--- src/rtl/dq_delay_line_pkg.sv ---
// Shared types and constants for the DQ delay line and its FLOATB converter.
package dq_delay_line_pkg;

  localparam int unsigned DQ_W   = 16;
  localparam int unsigned DQN_W  = 11;
  localparam int unsigned EXP_W  = 4;
  localparam int unsigned MANT_W = 6;
  localparam int unsigned PTR_W  = 3;

  // dqn field positions: {sign, exp[3:0], mant[5:0]}
  localparam int unsigned SIGN_BIT = 10;
  localparam int unsigned EXP_MSB  = 9;
  localparam int unsigned EXP_LSB  = 6;
  localparam int unsigned MANT_MSB = 5;
  localparam int unsigned MANT_LSB = 0;

  localparam logic [DQN_W-1:0]  DQN_RESET = 11'h020;
  localparam logic [MANT_W-1:0] MANT_ZERO = 6'd32;

  typedef enum logic {
    IDLE,
    STREAM
  } state_e;

endpackage

--- src/rtl/dq_delay_line_floatb.sv ---
// FLOATB: 16-bit sign-magnitude DQ to 11-bit {sign, exp, mant} float, purely combinational.
module dq_floatb
  import dq_delay_line_pkg::*;
(
  input  logic [DQ_W-1:0]  dq,
  output logic [DQN_W-1:0] dqn_c
);

  logic [DQ_W-2:0]   mag;
  logic [EXP_W-1:0]  exp_c;
  logic [MANT_W-1:0] mant_c;

  assign mag = dq[DQ_W-2:0];

  // Exponent is the leading-one position plus one; zero magnitude gives zero.
  always_comb begin
    exp_c = '0;
    for (int i = 0; i < int'(DQ_W - 1); i++) begin
      if (mag[i]) exp_c = EXP_W'(i + 1);
    end
  end

  // Mantissa keeps the six bits just below and including the leading one.
  always_comb begin
    mant_c = MANT_ZERO;
    if (exp_c != '0) mant_c = MANT_W'({mag, {MANT_W{1'b0}}} >> exp_c);
  end

  // Pack the fields into the dqn word.
  always_comb begin
    dqn_c                    = '0;
    dqn_c[SIGN_BIT]          = dq[DQ_W-1];
    dqn_c[EXP_MSB:EXP_LSB]   = exp_c;
    dqn_c[MANT_MSB:MANT_LSB] = mant_c;
  end

endmodule

--- src/rtl/dq_delay_line.sv ---
// DQ history delay line: converts accepted DQ samples to DQn and streams DQ1..DQ6.
// Optional macro DQDL_PARALLEL_OUT_EN adds the DQ1_6 port exposing all taps.
module dq_delay_line
  import dq_delay_line_pkg::*;
#(
  parameter int unsigned DEPTH = 6
) (
  input  logic                   clk,
  input  logic                   reset,
  input  logic                   scan_in0,
  input  logic                   scan_in1,
  input  logic                   scan_in2,
  input  logic                   scan_in3,
  input  logic                   scan_in4,
  input  logic                   scan_enable,
  input  logic                   test_mode,
  output logic                   scan_out0,
  output logic                   scan_out1,
  output logic                   scan_out2,
  output logic                   scan_out3,
  output logic                   scan_out4,
  input  logic                   dq_valid,
  input  logic [DQ_W-1:0]        DQ,
  output logic                   busy,
  output logic                   dqn_valid,
  output logic [PTR_W-1:0]       dqn_idx,
  output logic [DQN_W-1:0]       dqn,
  output logic                   done,
`ifdef DQDL_PARALLEL_OUT_EN
  output logic [DEPTH*DQN_W-1:0] DQ1_6,
`endif
  output logic                   overrun
);

  state_e             state_q, state_d;
  logic [PTR_W-1:0]   ptr_q, ptr_d;
  logic [DQN_W-1:0]   tap [1:DEPTH];
  logic [DQN_W-1:0]   floatb_c;
  logic [DQN_W-1:0]   dqn_c;
  logic               accept_c;
  logic               overrun_q;

  // Scan chain placeholders until scan insertion stitches the real chains.
  assign scan_out0 = scan_enable & test_mode & scan_in0;
  assign scan_out1 = scan_enable & test_mode & scan_in1;
  assign scan_out2 = scan_enable & test_mode & scan_in2;
  assign scan_out3 = scan_enable & test_mode & scan_in3;
  assign scan_out4 = scan_enable & test_mode & scan_in4;

  assign accept_c = dq_valid && (state_q == IDLE);

  dq_floatb u_floatb (
    .dq    (DQ),
    .dqn_c (floatb_c)
  );

  // State and stream pointer registers.
  always_ff @(posedge clk or negedge reset) begin
    if (!reset) begin
      state_q <= IDLE;
      ptr_q   <= '0;
    end else begin
      state_q <= state_d;
      ptr_q   <= ptr_d;
    end
  end

  // Next state: one accept launches DEPTH stream cycles, then back to idle.
  always_comb begin
    state_d = state_q;
    ptr_d   = ptr_q;
    case (state_q)
      IDLE: begin
        if (dq_valid) begin
          state_d = STREAM;
          ptr_d   = PTR_W'(1);
        end
      end
      STREAM: begin
        if (ptr_q == PTR_W'(DEPTH)) begin
          state_d = IDLE;
          ptr_d   = '0;
        end else begin
          ptr_d = ptr_q + PTR_W'(1);
        end
      end
      default: begin
        state_d = IDLE;
        ptr_d   = '0;
      end
    endcase
  end

  // Tap shift register; new sample enters at tap 1 on accept.
  always_ff @(posedge clk or negedge reset) begin
    if (!reset) begin
      for (int k = 1; k <= int'(DEPTH); k++) tap[k] <= DQN_RESET;
    end else if (accept_c) begin
      tap[1] <= floatb_c;
      for (int k = 2; k <= int'(DEPTH); k++) tap[k] <= tap[k-1];
    end
  end

  // Sticky overrun: any strobe that arrives while streaming.
  always_ff @(posedge clk or negedge reset) begin
    if (!reset) overrun_q <= 1'b0;
    else if (dq_valid && (state_q != IDLE)) overrun_q <= 1'b1;
  end

  // Select the tap addressed by the stream pointer; zero when idle.
  always_comb begin
    dqn_c = '0;
    for (int k = 1; k <= int'(DEPTH); k++) begin
      if (ptr_q == PTR_W'(k)) dqn_c = tap[k];
    end
  end

  assign dqn_valid = (state_q == STREAM);
  assign dqn_idx   = ptr_q;
  assign dqn       = dqn_c;
  assign done      = (state_q == STREAM) && (ptr_q == PTR_W'(DEPTH));
  assign busy      = (state_q != IDLE);
  assign overrun   = overrun_q;

`ifdef DQDL_PARALLEL_OUT_EN
  // Expose every tap, tap1 in the low word.
  for (genvar g = 1; g <= int'(DEPTH); g++) begin : g_par
    assign DQ1_6[g*DQN_W-1 -: DQN_W] = tap[g];
  end
`endif

endmodule

--- config.mk ---
export PLATFORM = sky130hd
export DESIGN_NAME = dq_delay_line
export DESIGN_NICKNAME = d
export VERILOG_FILES = /design/src/rtl/dq_delay_line_pkg.sv /design/src/rtl/dq_delay_line_floatb.sv /design/src/rtl/dq_delay_line.sv
export SDC_FILE = /design/constraint.sdc
export NUM_CORES = 1
export LEC_CHECK = 0
export BUFFER_PORTS_ARGS = -buffer_cell sky130_fd_sc_hd__buf_2
export CAP_MARGIN = 30
export CELL_PAD_IN_SITES_DETAIL_PLACEMENT = 0
export CELL_PAD_IN_SITES_GLOBAL_PLACEMENT = 1
export CORE_UTILIZATION = 47
export DETAILED_ROUTE_END_ITERATION = 8
export PLACE_DENSITY = 0.86
export SYNTH_ARGS = -nofsm -noshare
export SYNTH_HDL_FRONTEND = slang
export SYNTH_HIERARCHICAL = 1
export SYNTH_SLANG_ARGS = --single-unit
export TNS_END_PERCENT = 30
--- constraint.sdc ---
create_clock -name clk -period 2.5 [get_ports clk]
set_clock_uncertainty 0.05 [all_clocks]
set_input_delay 0.25 -clock clk [delete_from_list [all_inputs] [get_ports clk]]
set_output_delay 0.25 -clock clk [all_outputs]
set_load 0.03 [all_outputs]
After elaboration in Yosys (flattened, before gate mapping)
Cells that the tools add are included.
{"block": "classes", "n_shift": 1, "reduce_logical": 4, "n_eq_ne": 7, "n_addsub": 1, "bitwise": 7, "n_mux": 28}
{"operator": "two-way mux 11 bit", "count": 6}
{"operator": "two-way mux 4 bit", "count": 8}
{"operator": ">> shifter 21 x 4 -> 6 bit", "count": 1}
{"operator": "two-way mux 3 bit", "count": 6}
{"operator": "equality test 3 bit (second input constant)", "count": 3}
{"operator": "bitwise AND 1 bit", "count": 6}
{"operator": "equality test 3 x 2 -> 1 bit (second input constant)", "count": 2}
{"operator": "two-way mux 6 bit", "count": 1}
{"operator": "case mux 3 bit (2 select lines)", "count": 1}
{"operator": "two-way mux 2 bit", "count": 2}
{"operator": "nonzero test 4 bit", "count": 1}
{"operator": "adder 3 x 1 -> 3 bit (second input constant)", "count": 1}
{"operator": "equality test 3 x 1 -> 1 bit (second input constant)", "count": 1}
{"operator": "logical AND 1 bit", "count": 3}
{"operator": "two-way mux 1 bit", "count": 3}
{"operator": "inequality test 2 bit (second input constant)", "count": 1}
{"operator": "case mux 1 bit (2 select lines)", "count": 1}
{"operator": "inverter 1 bit", "count": 1}
{"block": "word_totals", "register_bits": 71, "inputBits": 26}

Logic depth before layout (Yosys ltp)
{"block": "depth", "word_depth": 17, "depth_mapped": 10, "depth_no_buf": 9}

Modules after synthesis
The synthesis kept the hierarchy.
{"module": "dq_delay_line", "area_each_um2": 3681.0, "instances": 1, "cells_each": 286}
{"module": "dq_floatb", "area_each_um2": 769.5, "instances": 1, "cells_each": 113}

Worst setup path before layout
Ideal clock, no wire load.
{"block": "synth_path", "path_type": "register -> output", "from": "register ptr_q[0], in the netlist dqn_idx[0]", "to": "output port dqn[0]", "path_slack_ns": -0.286, "path_buffers": 4, "path_stages_with_launch": 9, "arrival_ns": 2.486, "path_cell_list": "dfrtp_1 -> buf_2 -> buf_4 -> and2_1 -> ha_1 -> buf_4 -> buf_2 -> a222oi_1 -> o31ai_1"}
{"block": "synth_via", "elab_chain_cells": 7}
{"element": "start: declaration", "line": "dq_delay_line.sv:36", "text": "logic [PTR_W-1:0] ptr_q, ptr_d;"}
{"element": "start signal: assignment", "line": "dq_delay_line.sv:64", "text": "ptr_q <= ptr_d;"}
{"element": "equality test 3 x 1 -> 1 bit", "line": "dq_delay_line.sv:114", "text": "if (ptr_q == PTR_W'(k)) dqn_c = tap[k];"}
{"element": "two-way mux 11 bit (5 in a row)", "line": "dq_delay_line.sv:114"}
{"element": "two-way mux 11 bit *", "line": "dq_delay_line.sv:114"}
{"element": "end: declaration", "line": "dq_delay_line.sv:27", "text": "output logic [DQN_W-1:0] dqn,"}
Every way passes the cells marked *; elsewhere a longest branch is shown, timed or not.

Worst setup path in the final report
{"block": "layout_path", "from": "register ptr_q[0], in the netlist dqn_idx[0]", "to": "output port dqn[6]"}
Same word-level chain as after synthesis.

==> results by group <==
Run status
  – Run status: finished clean

Synth
  – Most frequently used flop master after synthesis: dfrtp_1
  – Nets in the synthesized netlist: 426
  – Post-Syn Instances: 399
  – Count of cell types in the netlist: 58
  – Yosys top cell area share: 36.5%
  – Post-synthesis cell type with the largest combined area: dfrtp_1
  – Avg Cell Area, Syn: 11.2 µm²
  – Post-synth top cells: dfrtp_1 (65), mux2_4 (40), nor2_1 (30)
  – Count of flip-flops with a built-in enable after synthesis: 0
  – Seq/Total Area, Yosys: 40.1%
  – Post-synthesis cell area: 0.00445 mm²
  – Synth top area cells: dfrtp_1 (37%), mux2_4 (13%), mux2_2 (7.3%)
  – Flip-flop and latch count after synthesis: 71
  – Most common cell in the netlist: dfrtp_1
  – Fraction of registers with async set/reset: 100%
  – Synthesis warning total: 6

Detailed routing
  – Number of DRC violations after detailed routing: 0
  – Detailed-route via count: 3,336
  – Pre-antenna DRT Iters: 6
  – Drt initial violations: 189
  – Detail Route Antenna Nets: 0
  – Detailed-route vias per instance: 6.00
  – Average wire per cell in the routed design: 17.8 µm
  – Final routed wirelength across all metal layers: 9.90 mm

Critical path
  – Data arrival time of the worst path: 2110 ps
  – Kind of start point of the critical path: flip-flop
  – Slack of the worst reg-to-reg path: 820 ps
  – WP data required: 2200 ps
  – Maximum net fanout on the critical path: 17
  – Critical path type: flip-flop to output pin
  – Type of destination of the critical path: output pin

Floorplanning
  – Number of placement rows: 35
  – Horizontal extent of the die: 99.3 µm
  – Count of boundary I/O pins: 49
  – Starting utilization of the core area: 48.4%
  – Die ar.: 0.00986 mm²
  – Area of the core region: 0.00920 mm²
  – Die Height: 99.3 µm

Final layout
  – Ratio of cells with drive above 1 in the final layout: 41.1%
  – Final #Nets: 467
  – Finished Layout Cells: 556
  – Area added between synthesis and finish: 13.9%
  – Diode insertion count for antenna repair: 0
  – Share of the core filled with cells in the final layout: 55.1%
  – Area occupied by multi-input gates: 0.00251 mm²
  – Sequential cell area: 0.00178 mm²
  – Filler cell count in the final layout: 806

Global routing
  – Pin count of the biggest net entering global routing: 67
  – Met1 usage: 29.1%
  – Antenna violations before repair: 0
  – Aggregate global routing overflow: 0
  – First-pass GRT wire length: 16.1 mm
  – Global-route met3 utilization: 2.25%
  – Overall routing resource usage: 20.7%
  – Busiest layer in global routing: met2
  – Vias in the first global route: 3,261
  – Met2 track demand over resource in global routing: 31.9%

Clocking
  – # H-tree levels: 3
  – Clock Sink Count: 71
  – Worst-skew pair later-pin latency: 350 ps
  – Number of buffers created by CTS: 9
  – TritonCTS clock tree: yes
  – Maximum clock insertion buffer count: 2
  – Clock transition at the registers of the reported paths: 70 ps
  – Clock root cell: clkbuf_8

Power and ir drop
  – Share of total power in sequential cells: 33.6%
  – Sw Share: 39.8%
  – Leak Pwr: 2.45 nW
  – Cell Int Power: 3.72 mW
  – Pwr/cell area: 1220 mW/mm²
  – Switching component of the power: 2.46 mW
  – Peak supply drop: 435 µV
  – Clock network power share: 14.5%
  – Combinational group share of total power: 51.9%

STA
  – Setup repair after global routing missed its margin: no
  – Max-slew violation count: 0
  – Final-report hold violation count: 0
  – Total negative slack for setup checks: 0 ps
  – F_max: 415 MHz
  – Portion of the clock cycle consumed by the worst path in the final layout: 96.4%
  – Clock period minus worst slack: 2410 ps
  – Total of endpoints with negative setup slack in the final report: 0
  – Slew headroom: 55.4%
  – Worst Setup Slack, final: 90.6 ps
  – Actual transition at the worst max-transition pin: 668 ps

Placed design
  – Cell count after placement: 538
  – Half-perimeter wire length of the detailed placement result: 6.61 mm
  – Port Buf Inserts: 48
  – GP Congestion: 0.841
  – DP Worst Slack: 150 ps

Min path
  – Type of the worst min-delay path: primary input to flip-flop

Flow run
  – Max-cap violation count: 0
## layout make-up
cell class / instances / area share, %
multi-input cells: 287 / 49.5
flip-flops and latches: 71 / 35.2
repair buffers: 60 / 7.95
clock buffers: 12 / 2.86
well taps: 111 / 2.74
clock inverters: 4 / 0.889
inverters: 11 / 0.864
## power groups by stage
stage          sequential (mW)  clock, mW  combinational [mW]
3_5_place_dp              2.09          0                3.12
6_report                  2.08      0.898                3.21
4_1_cts                   2.07      0.920                3.13
3_3_place_gp              2.05          0                3.06
5_1_grt                   2.15      0.960                3.45
2_1_floorplan             2.02          0                2.46
## layout by cell type (no fill, tap or decap), types with 7 or more instances in the layout
cell type,instances
a21o_1,15
a21oi_1,10
a221oi_1,11
a222oi_1,11
and3_1,17
buf_2,47
buf_4,7
clkbuf_8,10
dfrtp_1,65
inv_1,8
mux2_2,29
mux2_4,40
mux2i_1,7
nand2_1,15
nand2b_1,14
nor2_1,30
o31ai_2,7
or2_2,11
## path summary, 6_finish.rpt
path,start,to,cells past startpoint
worst max-delay path,dqn_idx[0],dqn[6],6
worst min-delay path,DQ[15],tap[65],2
worst max register to register,busy,tap[45],3
worst min register to register,overrun,overrun,1
max in group asynchronous,reset,tap[38],3
min in group asynchronous,reset,tap[11],2
## through the flow
stage | hold slack [ps] | instance area, µm² | power [mW]
after floorplan | -95.6 | 4520 | 4.48
after global placement | 271 | 4820 | 5.11
after detailed placement | 273 | 4820 | 5.21
after CTS | 94.2 | 5020 | 6.13
after global routing | 92.8 | 5070 | 6.56
final | 104 | 5070 | 6.19
## registers in the layout, summed over array words and instances, names as in the netlist
register / flops
overrun: 1
dqn_idx: 3
tap: 66
busy: 1
## cells by family after synthesis
logic type	share of synthesized area, %
adders and majority gates	0.281
muxes	22.4
other	0.0843
and+or+nand+nor	14.2
AOI/OAI and AO/OA	17.2
DFF	40.1
buffers and inverters	5.68
## timing repair
item | 4_1_cts | 5_1_grt
setup buffers | 0 | 0
setup endpoints to repair | 0 | 2
hold buffers | 1 | 0
resized for setup | 0 | 6
endpoints found under the hold margin | 24 | 0
## critical path, stage by stage, from the launching register on
cell	delay, ps
dfrtp_1	410
and2_1	180
ha_4	190
buf_12	150
a222oi_1	520
o31ai_2	120
buf_2	190
## metal layers
layer | share of wire (%) | vias up
li1 | - | 1579
met1 | 48 | 1657
met2 | 47 | 89
met3 | 3.7 | 11
met4 | 1.2 | 0
met5 | 0 | -
No activity file was read; power rests on OpenSTA's default activity.
